`config.mk`:
```
export PLATFORM = sky130hd
export DESIGN_NAME = mem_bus_arbiter
export DESIGN_NICKNAME = d
export VERILOG_FILES = /design/src/rtl/mem_bus_arbiter.sv
export SDC_FILE = /design/constraint.sdc
export NUM_CORES = 1
export LEC_CHECK = 0
export CAP_MARGIN = 20
export CELL_PAD_IN_SITES_DETAIL_PLACEMENT = 1
export CELL_PAD_IN_SITES_GLOBAL_PLACEMENT = 1
export CORE_AREA = 2 2 199 201
export CTS_BUF_LIST = sky130_fd_sc_hd__clkbuf_4 sky130_fd_sc_hd__clkbuf_8 sky130_fd_sc_hd__clkbuf_16
export DETAILED_ROUTE_END_ITERATION = 16
export DIE_AREA = 0 0 201 203
export PLACE_DENSITY = 0.67
export RECOVER_POWER = 50
export SYNTH_ARGS = -nofsm -noshare
export SYNTH_HDL_FRONTEND = slang
export SYNTH_SLANG_ARGS = --single-unit
```
`constraint.sdc`:
```
create_clock -name clk -period 2.1 [get_ports clk]
set_input_delay 0.315 -clock clk [delete_from_list [all_inputs] [get_ports clk]]
set_output_delay 0.315 -clock clk [all_outputs]
set_load 0.05 [all_outputs]
```
`src/rtl/mem_bus_arbiter.sv`:
```
// Two-requester memory bus arbiter: the fetch-side (i) and memory-side (d) requesters share one
// bus. A single transaction is outstanding at a time, and its grant is held until the response returns.
module mem_bus_arbiter #(
  parameter bit DPRIO = 1'b1
) (
  input  logic        clk,
  input  logic        reset,
  input  logic        i_valid,
  input  logic [63:0] i_addr,
  output logic        i_addr_ok,
  output logic        i_data_ok,
  output logic [31:0] i_rdata,
  input  logic        d_valid,
  input  logic [63:0] d_addr,
  input  logic [2:0]  d_size,
  input  logic [7:0]  d_strobe,
  input  logic [63:0] d_wdata,
  output logic        d_addr_ok,
  output logic        d_data_ok,
  output logic [63:0] d_rdata,
  output logic        m_valid,
  output logic [63:0] m_addr,
  output logic [2:0]  m_size,
  output logic [7:0]  m_strobe,
  output logic [63:0] m_wdata,
  input  logic        m_ready,
  input  logic        m_rvalid,
  input  logic [63:0] m_rdata,
  output logic        grant_d
);

  typedef enum logic [1:0] {IDLE, ISSUE, WAIT} state_t;

  state_t state_q, state_d;
  logic   grant_d_q, grant_d_d;   // 1: the current or last grant went to the d requester
  logic   last_d_q, last_d_d;     // 1: the last completed transaction served d

  always_ff @(posedge clk or posedge reset) begin
    if (reset) begin
      state_q   <= IDLE;
      grant_d_q <= 1'b0;
      last_d_q  <= 1'b0;
    end else begin
      // NOTE: state registers take non-blocking assignments so that every flop samples pre-edge values.
      state_q   <= state_d;
      grant_d_q <= grant_d_d;
      last_d_q  <= last_d_d;
    end
  end

  always_comb begin
    // NOTE: every output gets a default value first, so no path through the case can infer a latch.
    state_d   = state_q;
    grant_d_d = grant_d_q;
    last_d_d  = last_d_q;
    i_addr_ok = 1'b0;
    i_data_ok = 1'b0;
    i_rdata   = '0;
    d_addr_ok = 1'b0;
    d_data_ok = 1'b0;
    d_rdata   = '0;
    m_valid   = 1'b0;
    m_addr    = '0;
    m_size    = '0;
    m_strobe  = '0;
    m_wdata   = '0;

    unique case (state_q)
      IDLE: begin
        // m_rvalid is ignored here, which drops any response left over from before a reset.
        if (i_valid || d_valid) begin
          state_d = ISSUE;
          if (i_valid && d_valid) grant_d_d = DPRIO ? 1'b1 : ~last_d_q;
          else                    grant_d_d = d_valid;
        end
      end

      ISSUE: begin
        m_valid = 1'b1;
        if (grant_d_q) begin
          m_addr   = d_addr;
          m_size   = d_size;
          m_strobe = d_strobe;
          m_wdata  = d_wdata;
        end else begin
          m_addr   = i_addr;
          m_size   = 3'b010;
        end
        if (m_ready) begin
          d_addr_ok = grant_d_q;
          i_addr_ok = ~grant_d_q;
          state_d   = WAIT;
        end
      end

      WAIT: begin
        if (m_rvalid) begin
          if (grant_d_q) begin
            d_data_ok = 1'b1;
            d_rdata   = m_rdata;
          end else begin
            i_data_ok = 1'b1;
            i_rdata   = i_addr[2] ? m_rdata[63:32] : m_rdata[31:0];
          end
          last_d_d = grant_d_q;
          state_d  = IDLE;
        end
      end

      default: state_d = IDLE;
    endcase
  end

  assign grant_d = grant_d_q;

endmodule
```
==> results.md, run 1 <==
* Run status: completed
* First-pass GRT wire length at approximately 35000 um
* Post-DP HPWL at 20890 um
* Sw power at a little under 7 mW
* Static leakage at approximately 4.6 nW
* Clk_lat worst skew at 0.23 ns
* Cell Area, Synth at ~2600 um^2
* Bufs and invs on worst path at 2
* Final hold violation count at 0
* Fmax achieved at 492.8 MHz
* Mux share of post-synthesis cell area at 36.62%
* Critical-path cell list: and4b_4 > clkbuf_16 > and2_1 > buf_12
* Pwr dens at between 1000 and 1500 nW/um^2
* Logic gate share of total power at between 90% and 100%
* Antenna fix cells at 0
* Syn Area/Cell at between 6 and 7 um^2
* Slew HR at roughly two thirds
* Core area at approximately 38000 um^2
* Number of buffers added on ports at 513
* Synth Area in Adders at 0%
* Sink Count at 3
* Register bit total from synthesis at 3
* Antenna viol nets, final at 0
* Slowest-stage cell, CP: dfrtp_2
* Largest net degree at the start of global routing at 66
* Synth async-reset ratio at 100.0%
* Clock Pin Slew Worst Setup and Hold Paths at about 0.030 ns
* EDFF count, synth at 0
* Layout area overhead at 294.4%
* Die H at 203 um
* CP Max Fanout at 32
* Seq pwr share at 1.5%
* Drt first-iter violations at 87
* Initial Utilization at under 10%
* Switching Share at a little under three fifths
* Max-cap violations at 0
* Simple-Gate Fraction of Synth Area at 49.26%
* Avg WL per Cell at about 17 um
* TritonCTS buffer count at 3
* CP endpoint kind: output port
* Cell count after placement at approximately 1400
* Final instance area at around 10000 um^2
* Site Rows at 72
* Synth Area in Compound Gates at 1.097%
* Worst vdd ir at approximately 900 uV
* Drt drc at 0
* FILL cells at between 4000 and 5000
* Worst Skew at about 0.0038 ns
* Clock Path Buffers at 2
* Clock power share at under 10%
* Post-synthesis sequential area ratio at under 10%
* Crit start category: flop
* Drt via density at ~3.5
* Kind of critical path: reg2out
* WL final at approximately 25000 um
* Slowest stage delay, CP at between 0.4 and 0.5 ns
* Synth Warn # at 0
* Gpl congestion at between 0.8 and 0.9
* Critical Path AT at around 1.7 ns
* Share of cells above drive strength 1 at about two fifths
* Xor-xnor portion of the synthesized cell area at 0%
* Die footprint at 40800 um^2
* Top Family by Delay on Critical Path: simple AND/OR/NAND/NOR gates
* Slew Viols, Final at 0
* Vias in the first global route at about 5400
* Htree depth at 1
* Area after DPL at between 10000 and 15000 um^2
* Combinational family with the most area after synthesis: simple AND/OR/NAND/NOR gates
* P_int at about 5.2 mW
* Class of the worst hold path: in2async
* Crit share post-route at a little over nine tenths
* Initial antenna violation count at 0
* Required @ worst endpoint at 1.78 ns
* Netlist cell types at 21
* Worst-Margin Slew at between 0.4 and 0.5 ns
* I/O pins at between 500 and 600
* Internal reg-to-reg setup slack at around 0.8 ns
* Net count, final at ~1200
* Tmin final at approximately 2.0 ns
* Syn Inst Count at 396
* Reg2reg start: state_q[1]
* Primary FF master, synth: dfrtp_1
* Root Driver: clkbuf_16
* Non-Filler Instances at approximately 1400
* Die width at between 200 and 250 um
* Worst setup startpoint: state_q[0]
* GRT Total Usage at 10.98%
* CTS tree: yes
* RSZ-0062 raised after global routing: false
* DR vias at ~5000
* DRT Pass-1 Iters at 4
* Synthesized Nets at about 670
* # setup viols final at 0
* Grt total ovfl at 0
[cell usage in the layout (no fill, tap or decap), types with 2 or more instances in the layout]
master / netlist / layout
clkdlybuf4s50_1: 0 / 267
buf_12: 0 / 187
mux2i_1: 96 / 96
and3_1: 75 / 72
nor2_2: 0 / 49
and2_1: 64 / 48
nor2_1: 97 / 48
clkbuf_2: 0 / 33
clkbuf_4: 0 / 22
buf_4: 4 / 11
and2_2: 0 / 9
buf_2: 21 / 8
and2_0: 0 / 7
clkbuf_16: 0 / 6
buf_6: 5 / 3
dlygate4sd3_1: 0 / 3
inv_2: 2 / 2
inv_1: 2 / 2
and3_4: 0 / 2
buf_16: 0 / 2
clkbuf_1: 16 / 2
dfrtp_2: 0 / 2
[what timing repair did]
action,in CTS,in global routing
gates resized for setup,3,8
gates cloned,1,4
hold buffers,0,0
setup endpoints to repair,7,86
buffers inserted,1,1
[layout make-up]
type                    instances  area, um^2  area share [%]
repair buffers                541        7076           68.37
flip-flops and latches          3       81.33          0.7859
inverters                       4       15.01          0.1451
multi-input cells             343        2446           23.64
clock buffers                   4       82.58          0.7980
well taps                     518       648.1           6.263
[power by group through the flow]
stage / logic (mW) / clock network, mW / registers [mW]
final: 11.6 / 0.325 / 0.182
after global routing: 12.1 / 0.335 / 0.196
after CTS: 13.0 / 0.332 / 0.186
after detailed placement: 12.8 / 0 / 0.192
after global placement: 12.7 / 0 / 0.186
after floorplan: 6.29 / 0 / 0.151
[state kept, by name, indices dropped and copies added, names as in the netlist]
signal and cells:
state_q 2, grant_d 1
[Yosys cell counts, drive strengths merged (2+ instances only)]
master | n | share of area [%]
mux2i | 96 | 37
inv | 4 | 0.57
and2 | 64 | 15
buf | 30 | 7.3
nor3b | 2 | 0.57
and3 | 75 | 18
nor2 | 97 | 14
clkbuf | 16 | 2.3
dfrtp | 3 | 2.9
[routing by layer]
layer  wire, um  global-route usage (%)  vias up
li1           -                       -     2333
met1       9040                   11.73     2295
met2      12920                   20.87      317
met3       2305                   3.933       19
met4        364                   1.852        0
met5          0                       0        -
[per-stage QoR]
step / setup WS, ns / power (mW) / hold WS (ns) / TNS [ns] / util (%)
2_1_floorplan: -0.1484 / 6.445 / 0.06864 / -4.007 / -
3_3_place_gp: 0.05212 / 12.88 / 0.4968 / 0 / 28.63
3_5_place_dp: 0.01076 / 13.00 / 0.5050 / 0 / 28.63
4_1_cts: 0.002830 / 13.54 / 0.2650 / 0 / 29.00
5_1_grt: 0.01090 / 12.65 / 0.4235 / 0 / 26.90
6_report: 0.07091 / 12.13 / 0.4004 / 0 / 26.90
[path summary, 6_finish.rpt]
path,end,depth (start not counted)
worst max-delay path,d_rdata[5],4
worst min-delay path,grant_d,2
worst max register to register,state_q[1],5
worst min register to register,state_q[0],1
max in group asynchronous,state_q[1],2
min in group clk,state_q[1],3
[cells by family after synthesis]
kind of cell	count (synthesis)
mux	96
simple gates	243
flops	3
buf+inv	50
compound gates	4
Note: power is estimated with default switching activity, not from simulation.
==> run 2, diff against run 1 <==
Settings changed: CELL_PAD_IN_SITES_DETAIL_PLACEMENT 1 to unset, CELL_PAD_IN_SITES_GLOBAL_PLACEMENT 1 to unset, CORE_AREA 2 2 199 201 to 2 2 201 203, DIE_AREA 0 0 201 203 to 0 0 203 205, MAX_ROUTING_LAYER set to met4, PLACE_DENSITY 0.67 to 0.45.
==> run 2 against run 1 <==
Largest cell class unchanged. Worst setup slack lost 0.037 ns. Maximum frequency shrank 1.8%. Clock-buffer cell count is the same. Sequential power shrank 19%. Via count shrank 2.8%.
==> results.md, run 2 (synthesized netlist as in run 1, its figures left out) <==
* Gpl congestion at 0.8289 (was 0.8273)
* Initial Utilization at 6.665% (was 6.821%)
* Core area at 39370 um^2 (was 38470 um^2)
* Drt first-iter violations at 144 (was 87)
* Met2 wire length at 11750 um (was 12920 um)
* Met1 Routed Length at 8555 um (was 9040 um)
* Avg WL per Cell at 16.06 um (was 17.43 um)
* Die H at 205 um (was 203 um)
* Slew Viols, Final at 0 (unchanged)
* Layout area overhead at 321.8% (was 294.4%)
* Drt via density at 3.409 (was 3.513)
* Multi-input logic area at 2476 um^2 (was 2446 um^2)
* Setup TNS at 0 ns (unchanged)
* Critical-path cell list: clkdlybuf4s50_1 > and4b_2 > buf_12 > and2_1 > buf_12 (was and4b_4 > clkbuf_16 > and2_1 > buf_12)
* Vias in the first global route at 5235 (was 5431)
* Largest net degree at the start of global routing at 67 (was 66)
* Met3 wire len at 1963 um (was 2305 um)
* Slew HR at 68.91% (was 66.78%)
* CP dominant cell by count: buf_12
* CP endpoint kind: output port (unchanged)
* Kind of critical path: in2out (was reg2out)
* Tmin final at 2.066 ns (was 2.029 ns)
* Most frequent cells in the layout: clkdlybuf4s50_1, buf_12, mux2i_1 (unchanged)
* Clock Pin Slew Worst Setup and Hold Paths at 0.03 ns (about the same)
* Required @ worst endpoint at 1.78 ns (about the same)
* Storage element area at 80.08 um^2 (was 81.33 um^2)
* Run status: completed (unchanged)
* Drt drc at 0 (unchanged)
* Htree depth at 1 (unchanged)
* Initial antenna violation count at 3 (was 0)
* Number of flip-flops in the largest register at 2 (unchanged)
* Die width at 203 um (was 201 um)
* Root Driver: clkbuf_16 (unchanged)
* Top Family by Delay on Critical Path: buffers and inverters (was simple AND/OR/NAND/NOR gates)
* Final hold violation count at 0 (unchanged)
* Class of the worst hold path: in2async (unchanged)
* Cts hold-fix bufs at 0 (unchanged)
* Clock Path Buffers at 2 (unchanged)
* TritonCTS buffer count at 3 (unchanged)
* Pwr dens at 1179 nW/um^2 (was 1172 nW/um^2)
* # setup viols final at 0 (unchanged)
* Pwr Total at 13.05 mW (was 12.13 mW)
* DRT Pass-1 Iters at 4 (unchanged)
* Reg with most FFs: state_q (unchanged)
* Critical Path AT at 1.75 ns (was 1.71 ns)
* Net count, final at 1164 (was 1169)
* Site Rows at 73 (was 72)
* Sink Count at 3 (unchanged)
* Clk_lat worst skew at 0.22 ns (was 0.23 ns)
* Fmax achieved at 484.0 MHz (was 492.8 MHz)
* CP Max Fanout at 55 (was 32)
* FILL cells at 4102 (was 4441)
* Static leakage at 4.738 nW (was 4.564 nW)
* Share of cells above drive strength 1 at 39.44% (was 38.21%)
* Most common cell after layout, fill and taps aside: clkdlybuf4s50_1 (unchanged)
* Bufs and invs on worst path at 3 (was 2)
* Worst-Margin Slew at 0.4664 ns (was 0.4983 ns)
* Post-DP HPWL at 20230 um (was 20890 um)
* Max-cap violations at 0 (unchanged)
* CTS tree: yes (unchanged)
* Die footprint at 41620 um^2 (was 40800 um^2)
* Worst Skew at 0.001452 ns (was 0.003768 ns)
* Number of buffers added on ports at 513 (unchanged)
* WL final at 22750 um (was 24630 um)
* Cell count after placement at 1410 (was 1402)
* I/O pins at 514 (unchanged)
* Pre-CTS WS at 0.01515 ns (was 0.01076 ns)
* RSZ-0062 raised after global routing: true (was false)
* Top sig layer: met4 (unchanged)
* First-pass GRT wire length at 32710 um (was 34600 um)
* Crit start category: primary input (was flop)
* Antenna viol nets, final at 0 (unchanged)
* Grt total ovfl at 0 (unchanged)
* Slowest stage delay, CP at 0.53 ns (was 0.46 ns)
* DR vias at 4827 (was 4964)
* Crit share post-route at 98.39% (was 96.62%)
* GRT Total Usage at 10.65% (was 10.98%)
* Non-Filler Instances at 1416 (was 1413)
* Worst vdd ir at 705.6 uV (was 899.6 uV)
* Slowest-stage cell, CP: clkdlybuf4s50_1 (was dfrtp_2)
* Worst setup margin at 0.03391 ns (was 0.07091 ns)
run 2: cell count changes in the layout (fill, tap and decap cells not counted), sizes merged:
cell / previous run / this run
dlymetal6s2s: 1 / 0
clkbuf: 63 / 9
clkdlybuf4s50: 267 / 268
diode: 0 / 1
buf: 211 / 260
run 2: cell type report:
cell class	count	area share [%]
inverter	4	0.1583
multi-input combinational	343	22.37
timing repair buffer	536	70.04
tap	525	5.936
antenna	1	0.02261
sequential	3	0.7236
clock buffer	4	0.7462
run 2: final timing paths:
path                                  from           to  slack [ns]  depth (start not counted)
max in group asynchronous            reset      grant_d        1.50                          2
worst min register to register  state_q[1]   state_q[0]        0.57                          2
worst min-delay path                 reset      grant_d        0.45                          2
worst max-delay path              m_rvalid  d_rdata[18]        0.03                          5
worst max register to register  state_q[0]   state_q[1]        0.84                          4
min in group clk                state_q[1]   state_q[0]        0.57                          2
run 2: per-layer routing:
metal | vias to the layer above | global-route usage, %
met5 | - | -
met4 | 0 | 2.711
met3 | 22 | 2.625
met2 | 328 | 19.20
met1 | 2152 | 11.70
li1 | 2325 | -
run 2: through the flow:
| step | hold WS (ns) | cell area, um^2 | utilization (%) |
|---|---|---|---|
| 6_report | 0.4500 | 11070 | 28.11 |
| 5_1_grt | 0.4685 | 11070 | 28.11 |
| 3_3_place_gp | 0.5683 | 11040 | 28.06 |
| 4_1_cts | 0.3532 | 11130 | 28.28 |
| 2_1_floorplan | 0.06864 | 2805 | - |
| 3_5_place_dp | 0.5745 | 11040 | 28.06 |
run 2: power breakdown:
part / switching (mW) / internal, mW
clock network: 0.0538 / 0.264
registers: 0.0521 / 0.0957
logic: 6.89 / 5.69
run 2: what timing repair did:
item | 4_1_cts | 5_1_grt
gates resized for setup | 2 | 6
endpoints found under the setup margin | 54 | 60
gates cloned | 0 | 0
setup buffers | 0 | 1
==> run 3, diff against run 2 <==
Settings changed: CAP_MARGIN 20 to 30.
==> results of run 3 <==
Final layout, timing and power as in run 2 (identical DEF).
